==> src/rtl/shl_unit_if.sv <==
// Handshake and operand bundle between the ALU control sequencer (master)
// and the multi-cycle left shifter (slave).
interface shl_unit_if;
  logic        start;
  logic        op;
  logic [31:0] A;
  logic [31:0] B;
  logic [31:0] Result;
  logic        busy;
  logic        done;

  modport master (
    output start, op, A, B,
    input  Result, busy, done
  );

  modport slave (
    input  start, op, A, B,
    output Result, busy, done
  );
endinterface

==> src/rtl/shl_unit.sv <==
// Multi-cycle SHL / ROL unit: moves at most STEP bit positions per clock
// instead of using a full 32-bit barrel shifter.
//
// state | meaning
// ------+-----------------------------------------------------------
// IDLE  | waiting for start; Result holds the last completed value
// SHIFT | shifting work by min(STEP, n) per edge; n == 0 -> finish
module shl_unit #(
  parameter int STEP = 4
) (
  input  logic       clock,
  input  logic       clear,
  shl_unit_if.slave  bus
);

  typedef enum logic {IDLE, SHIFT} state_t;

  localparam logic [4:0] STEP_W = 5'(STEP);

  state_t      state;
  logic        op_r;
  logic [31:0] work;
  logic [4:0]  n;
  logic [4:0]  k;
  logic [31:0] work_next;

  // Per-edge shift distance and the shifted working value. k is never 0 when
  // work_next is used, so the rotate's right shift never degenerates.
  always_comb begin
    k         = (n < STEP_W) ? n : STEP_W;
    work_next = work << k;
    if (op_r) begin
      work_next = (work << k) | (work >> (6'd32 - {1'b0, k}));
    end
  end

  // Sequencer: captures operands in IDLE, shifts in SHIFT, publishes Result.
  always_ff @(posedge clock or negedge clear) begin
    if (!clear) begin
      state      <= IDLE;
      op_r       <= 1'b0;
      work       <= '0;
      n          <= '0;
      bus.Result <= '0;
      bus.busy   <= 1'b0;
      bus.done   <= 1'b0;
    end else begin
      bus.done <= 1'b0;
      case (state)
        IDLE: begin
          if (bus.start) begin
            op_r     <= bus.op;
            bus.busy <= 1'b1;
            state    <= SHIFT;
            // A logical shift by 32 or more empties the word; rotate wraps mod 32.
            if (!bus.op && (bus.B >= 32'd32)) begin
              work <= '0;
              n    <= '0;
            end else begin
              work <= bus.A;
              n    <= bus.B[4:0];
            end
          end
        end
        SHIFT: begin
          if (n != 5'd0) begin
            work <= work_next;
            n    <= n - k;
          end else begin
            bus.Result <= work;
            bus.done   <= 1'b1;
            bus.busy   <= 1'b0;
            state      <= IDLE;
          end
        end
        default: state <= IDLE;
      endcase
    end
  end

endmodule
==> src/flat_wrapper.sv <==
// flat-port wrapper written by rule: the top's interface ports become plain ports
module shl_unit_flat 
#(
  parameter int STEP = 4
)
  (clock, clear, bus_start, bus_op, bus_A, bus_B, bus_Result, bus_busy, bus_done);
  shl_unit_if bus_i ();
  input  logic clock;
  input  logic clear;
  input wire logic [$bits(bus_i.start)-1:0] bus_start;
  input wire logic [$bits(bus_i.op)-1:0] bus_op;
  input wire logic [$bits(bus_i.A)-1:0] bus_A;
  input wire logic [$bits(bus_i.B)-1:0] bus_B;
  output wire logic [$bits(bus_i.Result)-1:0] bus_Result;
  output wire logic [$bits(bus_i.busy)-1:0] bus_busy;
  output wire logic [$bits(bus_i.done)-1:0] bus_done;
  assign bus_i.start = bus_start;
  assign bus_i.op = bus_op;
  assign bus_i.A = bus_A;
  assign bus_i.B = bus_B;
  assign bus_Result = bus_i.Result;
  assign bus_busy = bus_i.busy;
  assign bus_done = bus_i.done;
  shl_unit #(.STEP(STEP)) u_core (.clock(clock), .clear(clear), .bus(bus_i));
endmodule
==> config.mk <==
export PLATFORM = sky130hd
export DESIGN_NAME = shl_unit_flat
export DESIGN_NICKNAME = d
export VERILOG_FILES = /design/src/rtl/shl_unit_if.sv /design/src/rtl/shl_unit.sv /design/src/flat_wrapper.sv
export SDC_FILE = /design/constraint.sdc
export NUM_CORES = 1
export LEC_CHECK = 0
export BUFFER_PORTS_ARGS = -buffer_cell sky130_fd_sc_hd__buf_2
export CELL_PAD_IN_SITES_DETAIL_PLACEMENT = 1
export CELL_PAD_IN_SITES_GLOBAL_PLACEMENT = 1
export CORE_UTILIZATION = 30
export CTS_BUF_LIST = sky130_fd_sc_hd__clkbuf_2 sky130_fd_sc_hd__clkbuf_4 sky130_fd_sc_hd__clkbuf_8
export DETAILED_ROUTE_END_ITERATION = 6
export PLACE_DENSITY_LB_ADDON = 0.15
export SYNTH_ARGS = -nofsm -noshare
export SYNTH_HDL_FRONTEND = slang
export SYNTH_SLANG_ARGS = --single-unit
==> constraint.sdc <==
create_clock -name clock -period 3.4 [get_ports clock]
set_input_delay 0.17 -clock clock [delete_from_list [all_inputs] [get_ports clock]]
set_output_delay 0.17 -clock clock [all_outputs]
set_load 0.01 [all_outputs]
==> flow_metrics.tcl, run 1 <==
set metrics [dict create \
    status "finished with violations" \
    violations "negative hold slack" \
    hold_viol_final 57 \
    synth_area_mm2 0.005449 \
    fin_crit_ps 3061 \
    io_pins 102 \
    grt_first_pass_wirelength_um 31150 \
    path_class "reg2reg" \
    synth_area_leader_cell "dfrtp_1" \
    synth_edf_count 0 \
    grt.overflow.total 0 \
    maxCapViolCount 0 \
    cp_data_arrival_time_ps 3310 \
    stdcell_area_mm2 0.006342 \
    postPlaceCellArea_mm2 0.006103 \
    rows 48 \
    detail-route-antenna-nets 0 \
    cts.path.max_buffers 2 \
    rsz0062_at_grt "false" \
    ys_types 59 \
    routed_wl_um 19900 \
    die_w_um 136.8 \
    cp_cell_sequence "nor3_2, nand2_1, ha_1, o21ai_0, a21oi_1, a21oi_1, a211oi_1, a211oi_1" \
    cts_post_setup_buffers_inserted 0 \
    grtUsageTotal_pct 22.26 \
    worstSetupStartpointType "flip-flop" \
    path_clk_slew_ps 80 \
    grt_max_degree 74 \
    antenna_cells 0 \
    drc 0 \
    cts_buffers 9 \
    slowest_delay_ps 820 \
    holdWs_ps -37.26 \
    die-height_um 136.8 \
    gp_congestion 0.8467 \
    htree_levels 3 \
    ys_async_sr_fraction_pct 100.0 \
    synthesis.nets 641 \
    fin_crit_sh_pct 90.02 \
    fp.coreArea_mm2 0.01754 \
    synthCells 570 \
    fin_util_pct 36.17 \
    synth_top_area_share_pct 33.52 \
    antenna_found_initial 0 \
    viasPerCell 5.820 \
    placed_cells 848 \
    cp_num_buf_inv 0 \
    crit_family "compound AO/OA/AOI/OAI gates" \
    dieArea_mm2 0.01871 \
    ys.flop_type "dfrtp_1" \
    p_leak_nw 2.669 \
    drt_iter0_markers 286 \
    setup_tns_ps 0 \
    required_ps 3650 \
    nFillCells 2055 \
    synth-warning-count 0 \
    syn_to_final_growth_pct 16.39 \
    initial_utilization_pct 31.07 \
    ys_seq_area_share_pct 33.52 \
    num_vias 5034 \
    clock.fmax_ghz 0.3267 \
    setup_violations 0 \
    root_buffer "clkbuf_8" \
    slew_headroom_pct 32.60 \
    insertion_delay_ps 370 \
    drv_slew 0 \
    synthTopCellsByCount "73 x dfrtp_1, 52 x nand2_1, 46 x nor2_1" \
    grt_pass1_vias 5290 \
    drtPass1Iterations 5 \
    power_mw 7.199 \
    hp-class "in2async" \
    worst_pin_slew_ps 1011 \
    wl_per_cell_um 23.01 \
    crit_fanout 20 \
    cts_sinks 73 \
    cts_tree "built" \
    numPortBuffers 101 \
    finalNonFillerCells 865 \
    drive_gt1_share_pct 33.59 \
    power_per_cell_area_mw_per_mm2 1135 \
    synth_most_common_cell "dfrtp_1" \
    synthTopCellsByArea "dfrtp_1 34%, mux2_2 9.3%, mux4_2 8.7%" \
    finalNetCount 706 \
    rrSetupSlack_ps 340 \
    dp_hpwl_um 13680 \
    syn_avg_cell_area_um2 9.560 \
    ir_worst_vdd_mv 0.3222 \
    synth.ff_latch_count 73 \
    end_kind "flip-flop" \
    fin_skew_ps 8.184 \
    slowest_stage "ha_1" \
]
## area by class of cell
cell class	instances	area [µm²]	share of cell area, %
clock buffer	11	151.4	2.387
clock inverter	5	77.57	1.223
inverter	8	32.53	0.5129
multi-input combinational	424	3314	52.26
sequential	73	1827	28.80
tap	225	281.5	4.439
timing repair buffer	119	658.1	10.38
## repair_timing
item	in CTS	in global routing
hold buffers	1	0
endpoints found under the hold margin	1	0
gates resized for setup	0	0
## cells by family (layout without fill, tap and decap cells)
family / after synthesis / after routing / share of synthesized area [%]
compound gates: 163 / 163 / 20.25
xor+xnor: 2 / 2 / 0.3215
fa+ha+maj: 3 / 3 / 0.6889
buf+inv: 73 / 143 / 5.901
flops: 73 / 73 / 33.52
mux: 103 / 103 / 26.36
other cells: 2 / 2 / 0.1378
simple gates: 151 / 151 / 12.81
## per-stage QoR
| step | worst slack, ps | hold slack [ps] |
|---|---|---|
| 2_1_floorplan | 224.9 | -125.6 |
| 3_3_place_gp | 537.4 | 384.2 |
| 3_5_place_dp | 448.1 | 381.7 |
| 4_1_cts | 416.5 | 2.042 |
| 5_1_grt | 111.9 | 31.96 |
| 6_report | 339.3 | -37.26 |
## power breakdown
group,leakage (nW),internal (mW),switching (mW)
Sequential,0.862,1.32,0.740
Clock,0.115,0.451,0.362
Combinational,1.69,2.00,2.33
Total,2.67,3.77,3.43
## registers in the layout (all words and copies together) (netlist names)
| register | flops |
|---|---|
| u_core.n | 5 |
| u_core.bus.done | 1 |
| u_core.state | 1 |
| u_core.bus.busy | 1 |
| u_core.bus.Result | 32 |
| u_core.op_r | 1 |
| u_core.work | 32 |
## final timing paths
path,end,from,cells after the start
setup reg to reg,u_core.work[17],u_core.n[3],8
hold / removal,u_core.bus.Result[16],clear,1
setup / recovery,u_core.work[17],u_core.n[3],8
min in group clock,u_core.n[2],bus_B[2],3
hold reg to reg,u_core.bus.Result[20],u_core.bus.Result[20],1
max in group asynchronous,u_core.n[4],clear,1
## per-layer routing
| layer | GRT usage (%) | vias to the layer above | routed length, µm |
|---|---|---|---|
| met2 | 36.04 | 157 | 9475 |
| met5 | 0 | - | 0 |
| met4 | 6.166 | 0 | 275 |
| met1 | 30.42 | 2577 | 9153 |
| li1 | - | 2277 | - |
| met3 | 3.889 | 23 | 999 |
## cell usage in the layout (no fill, tap or decap), types with 16 or more instances in the layout
cell | synthesis | routed
mux2i_1 | 31 | 31
nand2_1 | 52 | 52
a31oi_1 | 16 | 16
buf_4 | 1 | 17
a21oi_1 | 45 | 45
buf_2 | 9 | 100
a211oi_1 | 27 | 27
o21ai_0 | 16 | 16
nor2_1 | 46 | 46
mux4_2 | 21 | 21
dfrtp_1 | 73 | 73
mux2_2 | 45 | 45
Note: power is estimated with default switching activity, not from simulation.
==> run 2: changes to the inputs <==
--- a/config.mk
+++ b/config.mk
@@ -8,7 +8,7 @@
 export BUFFER_PORTS_ARGS = -buffer_cell sky130_fd_sc_hd__buf_2
 export CELL_PAD_IN_SITES_DETAIL_PLACEMENT = 1
 export CELL_PAD_IN_SITES_GLOBAL_PLACEMENT = 1
-export CORE_UTILIZATION = 30
+export CORE_UTILIZATION = 40
 export CTS_BUF_LIST = sky130_fd_sc_hd__clkbuf_2 sky130_fd_sc_hd__clkbuf_4 sky130_fd_sc_hd__clkbuf_8
 export DETAILED_ROUTE_END_ITERATION = 6
 export PLACE_DENSITY_LB_ADDON = 0.15
==> flow_metrics.tcl, run 2 (synthesis gave the netlist of run 1 again) <==
set metrics [dict create \
    gp_congestion 0.8992 \
    drv_slew 0 \
    drc 0 \
    cts_buffers 9 \
    status "finished with violations" \
    cts_sinks 73 \
    seq_area_mm2 0.001827 \
    holdWs_ps -40.54 \
    drtPass1Iterations 4 \
    die-height_um 118.7 \
    crit_family "compound AO/OA/AOI/OAI gates" \
    p_leak_nw 2.660 \
    fin_skew_ps 12.18 \
    ir_worst_vdd_mv 0.4880 \
    initial_utilization_pct 41.15 \
    die_w_um 118.7 \
    place_ws_ps 648.3 \
    worst_pin_slew_ps 987.5 \
    worstSetupStartpointType "flip-flop" \
    grt_max_degree 74 \
    wl_per_cell_um 23.66 \
    final_common_cell "buf_2" \
    hp-class "in2async" \
    antenna_cells 0 \
    num_vias 5058 \
    cp_data_arrival_time_ps 3090 \
    fin_crit_ps 2817 \
    finalNetCount 709 \
    grtUsageTotal_pct 29.01 \
    antenna_found_initial 0 \
    end_kind "flip-flop" \
    fin_util_pct 47.29 \
    cts-resized-gates 0 \
    path_class "reg2reg" \
    rows 42 \
    grt.overflow.total 0 \
    crit_fanout 12 \
    insertion_delay_ps 370 \
    fin_ws_ps 582.9 \
    maxCapViolCount 0 \
    hold_viol_final 59 \
    slowest_stage "dfrtp_1" \
    cp_cell_sequence "nor4b_4, inv_4, ha_1, o31a_1, a21o_1, a221oi_1, o21ai_0, a211oi_1" \
    final_cell_mix "100 x buf_2, 73 x dfrtp_1, 52 x nand2_1" \
    fp.coreArea_mm2 0.01324 \
    routed_wl_um 19370 \
    setup_tns_ps 0 \
    grt_pass1_vias 5252 \
    rsz0062_at_grt "false" \
    numPortBuffers 101 \
    cts_hold_buf 1 \
    slowest_delay_ps 500 \
    grt_first_pass_wirelength_um 31090 \
    path_clk_slew_ps 80 \
    required_ps 3670 \
    io_pins 102 \
    power_per_cell_area_mw_per_mm2 1135 \
    dieArea_mm2 0.01409 \
    cts_post_setup_buffers_inserted 0 \
    setup_violations 0 \
    cp_num_buf_inv 1 \
    cts.path.max_buffers 2 \
    largestRegisters "u_core.bus.Result: 32 flops, u_core.work: 32 flops, u_core.n: 5 flops" \
    drive_gt1_share_pct 33.90 \
    dp_hpwl_um 13220 \
    nFillCells 1568 \
    cts_tree "built" \
    violations "negative hold slack" \
    drt_iter0_markers 262 \
    slew_headroom_pct 34.16 \
    root_buffer "clkbuf_8" \
    clock.fmax_ghz 0.3550 \
    viasPerCell 6.176 \
    syn_to_final_growth_pct 14.93 \
    multi_input_area_mm2 0.003314 \
    detail-route-antenna-nets 0 \
    fin_crit_sh_pct 82.86 \
    htree_levels 3 \
]
## run 2: worst paths after layout
path	start	endpoint	slack (ps)	cells past startpoint
worst max-delay path	u_core.n[4]	u_core.work[3]	580	8
worst min-delay path	clear	u_core.bus.done	-40	1
worst max register to register	u_core.n[4]	u_core.work[3]	580	8
worst min register to register	u_core.bus.Result[7]	u_core.bus.Result[7]	500	1
max in group asynchronous	clear	u_core.work[18]	2800	1
min in group clock	bus_B[2]	u_core.n[2]	80	3
## run 2: power by group
part           leakage [nW]  switching (mW)  total [mW]  internal, mW
combinational          1.70            2.26        4.27          2.00
clock                0.0987           0.365       0.730         0.365
sequential            0.862           0.787        2.11          1.32
total                  2.66            3.41        7.11          3.69
## run 2: through the flow
| stage | total power, mW | std cells | area, µm² | hold slack [ps] |
|---|---|---|---|---|
| 2_1_floorplan | 4.991 | 570 | 5449 | -125.6 |
| 3_5_place_dp | 6.360 | 802 | 6052 | 382.6 |
| 4_1_cts | 7.125 | 819 | 6262 | 2.249 |
| 6_report | 7.106 | 819 | 6262 | -40.54 |
| 3_3_place_gp | 6.266 | 802 | 6052 | 382.9 |
| 5_1_grt | 7.632 | 819 | 6262 | 34.57 |
## run 2: worst register-to-register path, stage by stage (launching register included)
cell      delay, ps
dfrtp_1         500
nor4b_4         390
inv_4            50
ha_1            370
o31a_1          230
a21o_1          240
a221oi_1        370
o21ai_0         270
a211oi_1        300
## run 2: per-layer routing
layer	vias up	GRT usage (%)	part of all wire [%]
li1	2285	-	-
met1	2570	40.46	46
met5	-	0	0
met4	0	8.149	1.5
met2	181	46.16	47
met3	22	5.019	5.8
## run 2: area by class of cell
| class | instances | share of cell area (%) |
|---|---|---|
| Timing Repair Buffer | 122 | 10.67 |
| Inverter | 8 | 0.5195 |
| Clock inverter | 5 | 0.8791 |
| Tap cell | 176 | 3.516 |
| Sequential cell | 73 | 29.17 |
| Clock buffer | 11 | 2.318 |
| Multi-Input combinational cell | 424 | 52.93 |
==> run 3: changes to the inputs <==
--- a/config.mk
+++ b/config.mk
@@ -5,10 +5,11 @@
 export SDC_FILE = /design/constraint.sdc
 export NUM_CORES = 1
 export LEC_CHECK = 0
+export ABC_AREA = 1
 export BUFFER_PORTS_ARGS = -buffer_cell sky130_fd_sc_hd__buf_2
 export CELL_PAD_IN_SITES_DETAIL_PLACEMENT = 1
 export CELL_PAD_IN_SITES_GLOBAL_PLACEMENT = 1
-export CORE_UTILIZATION = 40
+export CORE_UTILIZATION = 36
 export CTS_BUF_LIST = sky130_fd_sc_hd__clkbuf_2 sky130_fd_sc_hd__clkbuf_4 sky130_fd_sc_hd__clkbuf_8
 export DETAILED_ROUTE_END_ITERATION = 6
 export PLACE_DENSITY_LB_ADDON = 0.15
==> constraint.sdc (replaced) <==
create_clock -name clock -period 2.4 [get_ports clock]
set_input_delay 0.12 -clock clock [delete_from_list [all_inputs] [get_ports clock]]
set_output_delay 0.12 -clock clock [all_outputs]
set_load 0.01 [all_outputs]
==> flow_metrics.tcl, run 3 <==
set metrics [dict create \
    finalNetCount 953 \
    synth_area_mm2 0.005135 \
    dp_hpwl_um 15410 \
    power_per_cell_area_mw_per_mm2 1583 \
    final_common_cell "nand2_1" \
    place_ws_ps -161.9 \
    crit_start "u_core.n[4]" \
    fin_crit_sh_pct 95.75 \
    gp_congestion 0.8774 \
    crit_fanout 45 \
    ys.flop_type "dfrtp_1" \
    rows 43 \
    synthTopCellsByCount "250 x nand2_1, 73 x dfrtp_1, 68 x o21ai_0" \
    fp.coreArea_mm2 0.01388 \
    synth_edf_count 0 \
    final_cell_mix "246 x nand2_1, 100 x buf_2, 73 x dfrtp_1" \
    fin_crit_ps 2298 \
    ys_seq_area_share_pct 35.58 \
    synthTopCellsByArea "dfrtp_1 36%, nand2_1 18%, o21ai_0 6.6%" \
    setup_tns_ps 0 \
    cts_buffers 9 \
    path_clk_slew_ps 90 \
    fin_util_pct 44.77 \
    antenna_cells 0 \
    status "completed" \
    antenna_found_initial 0 \
    power_mw 9.841 \
    setup_violations 0 \
    drv_slew 0 \
    cp_data_arrival_time_ps 2570 \
    routed_wl_um 20890 \
    hp-class "in2reg" \
    nFillCells 1858 \
    root_buffer "clkbuf_8" \
    drc 0 \
    maxCapViolCount 0 \
    grtUsageTotal_pct 29.52 \
    drt_iter0_markers 382 \
    reg2reg_from "u_core.n[4]" \
    ys_async_sr_fraction_pct 100.0 \
    syn_to_final_growth_pct 21.03 \
    numPortBuffers 101 \
    htree_levels 3 \
    syn_avg_cell_area_um2 6.583 \
    worst_pin_slew_ps 978.1 \
    io_pins 102 \
    fin_ws_ps 102.0 \
    path_class "reg2reg" \
    synth.ff_latch_count 73 \
    p_leak_nw 3.129 \
    synthCells 780 \
    grt_max_degree 74 \
    synth-warning-count 0 \
    ir_worst_vdd_mv 1.300 \
    die_w_um 121.4 \
    synthesis.nets 851 \
    end_kind "flip-flop" \
    wl_per_cell_um 19.58 \
    cts_sinks 73 \
    min_from "bus_A[28]" \
    detail-route-antenna-nets 0 \
    drtPass1Iterations 5 \
    hold_viol_final 0 \
    drive_gt1_share_pct 20.63 \
    grt_first_pass_wirelength_um 32770 \
    clock.fmax_ghz 0.4352 \
    cts.path.max_buffers 2 \
    cts_tree "built" \
    dieArea_mm2 0.01475 \
    largestRegisters "u_core.bus.Result: 32 flops, u_core.work: 32 flops, u_core.n: 5 flops" \
    viasPerCell 5.540 \
    die-height_um 121.4 \
    required_ps 2670 \
    ys_types 39 \
    fin_skew_ps 14.98 \
    insertion_delay_ps 390 \
    worstSetupStartpointType "flip-flop" \
    synth_top_area_share_pct 35.58 \
    grt_pass1_vias 5852 \
    grt.overflow.total 0 \
    initial_utilization_pct 36.99 \
    synth_area_leader_cell "dfrtp_1" \
    slew_headroom_pct 34.79 \
    synth_most_common_cell "nand2_1" \
    num_vias 5911 \
]
run 3: changes by cell type in the layout (fill, tap and decap cells not counted), sizes merged, moves of 8 or more:
cell    change
nand4      +22
mux2i      -30
nor2b       -8
inv        +55
buf        +19
mux4       -26
nand2     +200
a221oi      -9
nand3      +44
o21ai      +80
mux2       -46
a211oi     -25
run 3: per-stage QoR:
stage                     area (µm²)  std cells  hold slack, ps
after CTS                       6150       1062           4.913
final                           6215       1067           12.76
after floorplan                 5149        780          -175.6
after global routing            6215       1067           45.26
after detailed placement        5927       1045           343.3
after global placement          5927       1045           316.3
run 3: final timing paths:
kind	endpoint	slack (ps)	cells past startpoint
setup / recovery	u_core.work[18]	100	12
hold / removal	u_core.work[28]	10	3
setup reg to reg	u_core.work[18]	100	12
hold reg to reg	u_core.bus.busy	480	2
max in group asynchronous	u_core.work[16]	1350	2
min in group asynchronous	u_core.bus.Result[12]	420	2
run 3: power breakdown:
group	internal [mW]	total [mW]	switching, mW
combinational	2.18	6.61	4.43
sequential	1.82	2.19	0.368
clock	0.489	1.05	0.557
run 3: kinds of logic (layout without fill, tap and decap cells):
logic type | count (synthesis) | count (layout) | synth area share (%)
simple gates | 397 | 397 | 33.24
compound gates | 194 | 194 | 20.91
mux | 1 | 1 | 0.1949
buf+inv | 110 | 217 | 9.210
other cells | 2 | 2 | 0.1463
flops | 73 | 73 | 35.58
fa+ha+maj | 3 | 3 | 0.7311
run 3: timing repair:
item	in CTS	in global routing
pin swaps	0	4
gates resized for setup	4	9
buffers inserted	0	5
endpoints found under the hold margin	73	0
setup endpoints to repair	6	15
hold buffers	1	0
run 3: worst max-delay path: stages (launching register included):
cell and delay, ps:
dfrtp_1 410, nor2_4 160, buf_4 150, nand3_4 100
buf_12 190, inv_1 260, nand2_1 140, nand2_1 100
nor2_1 40, a211oi_1 290, nand2_1 160, nand2_1 90
nand2_1 50
run 3: cell type report:
class                      instances  area, µm²  area share [%]
clock inverter                     7      76.32           1.228
clock buffer                       9      123.9           1.993
timing repair buffer             141      848.3           13.65
tap                              180      225.2           3.624
inverter                          60      232.7           3.745
sequential                        73       1827           29.39
multi-input combinational        597       2882           46.37
run 3: per-layer routing:
metal  vias up  part of all wire (%)  global-route usage [%]
li1       2817                     -                       -
met1      2878                    48                   42.34
met2       196                    45                   46.06
met3        20                   5.8                   4.370
met4         0                   1.1                   7.407
met5         -                     0                       0
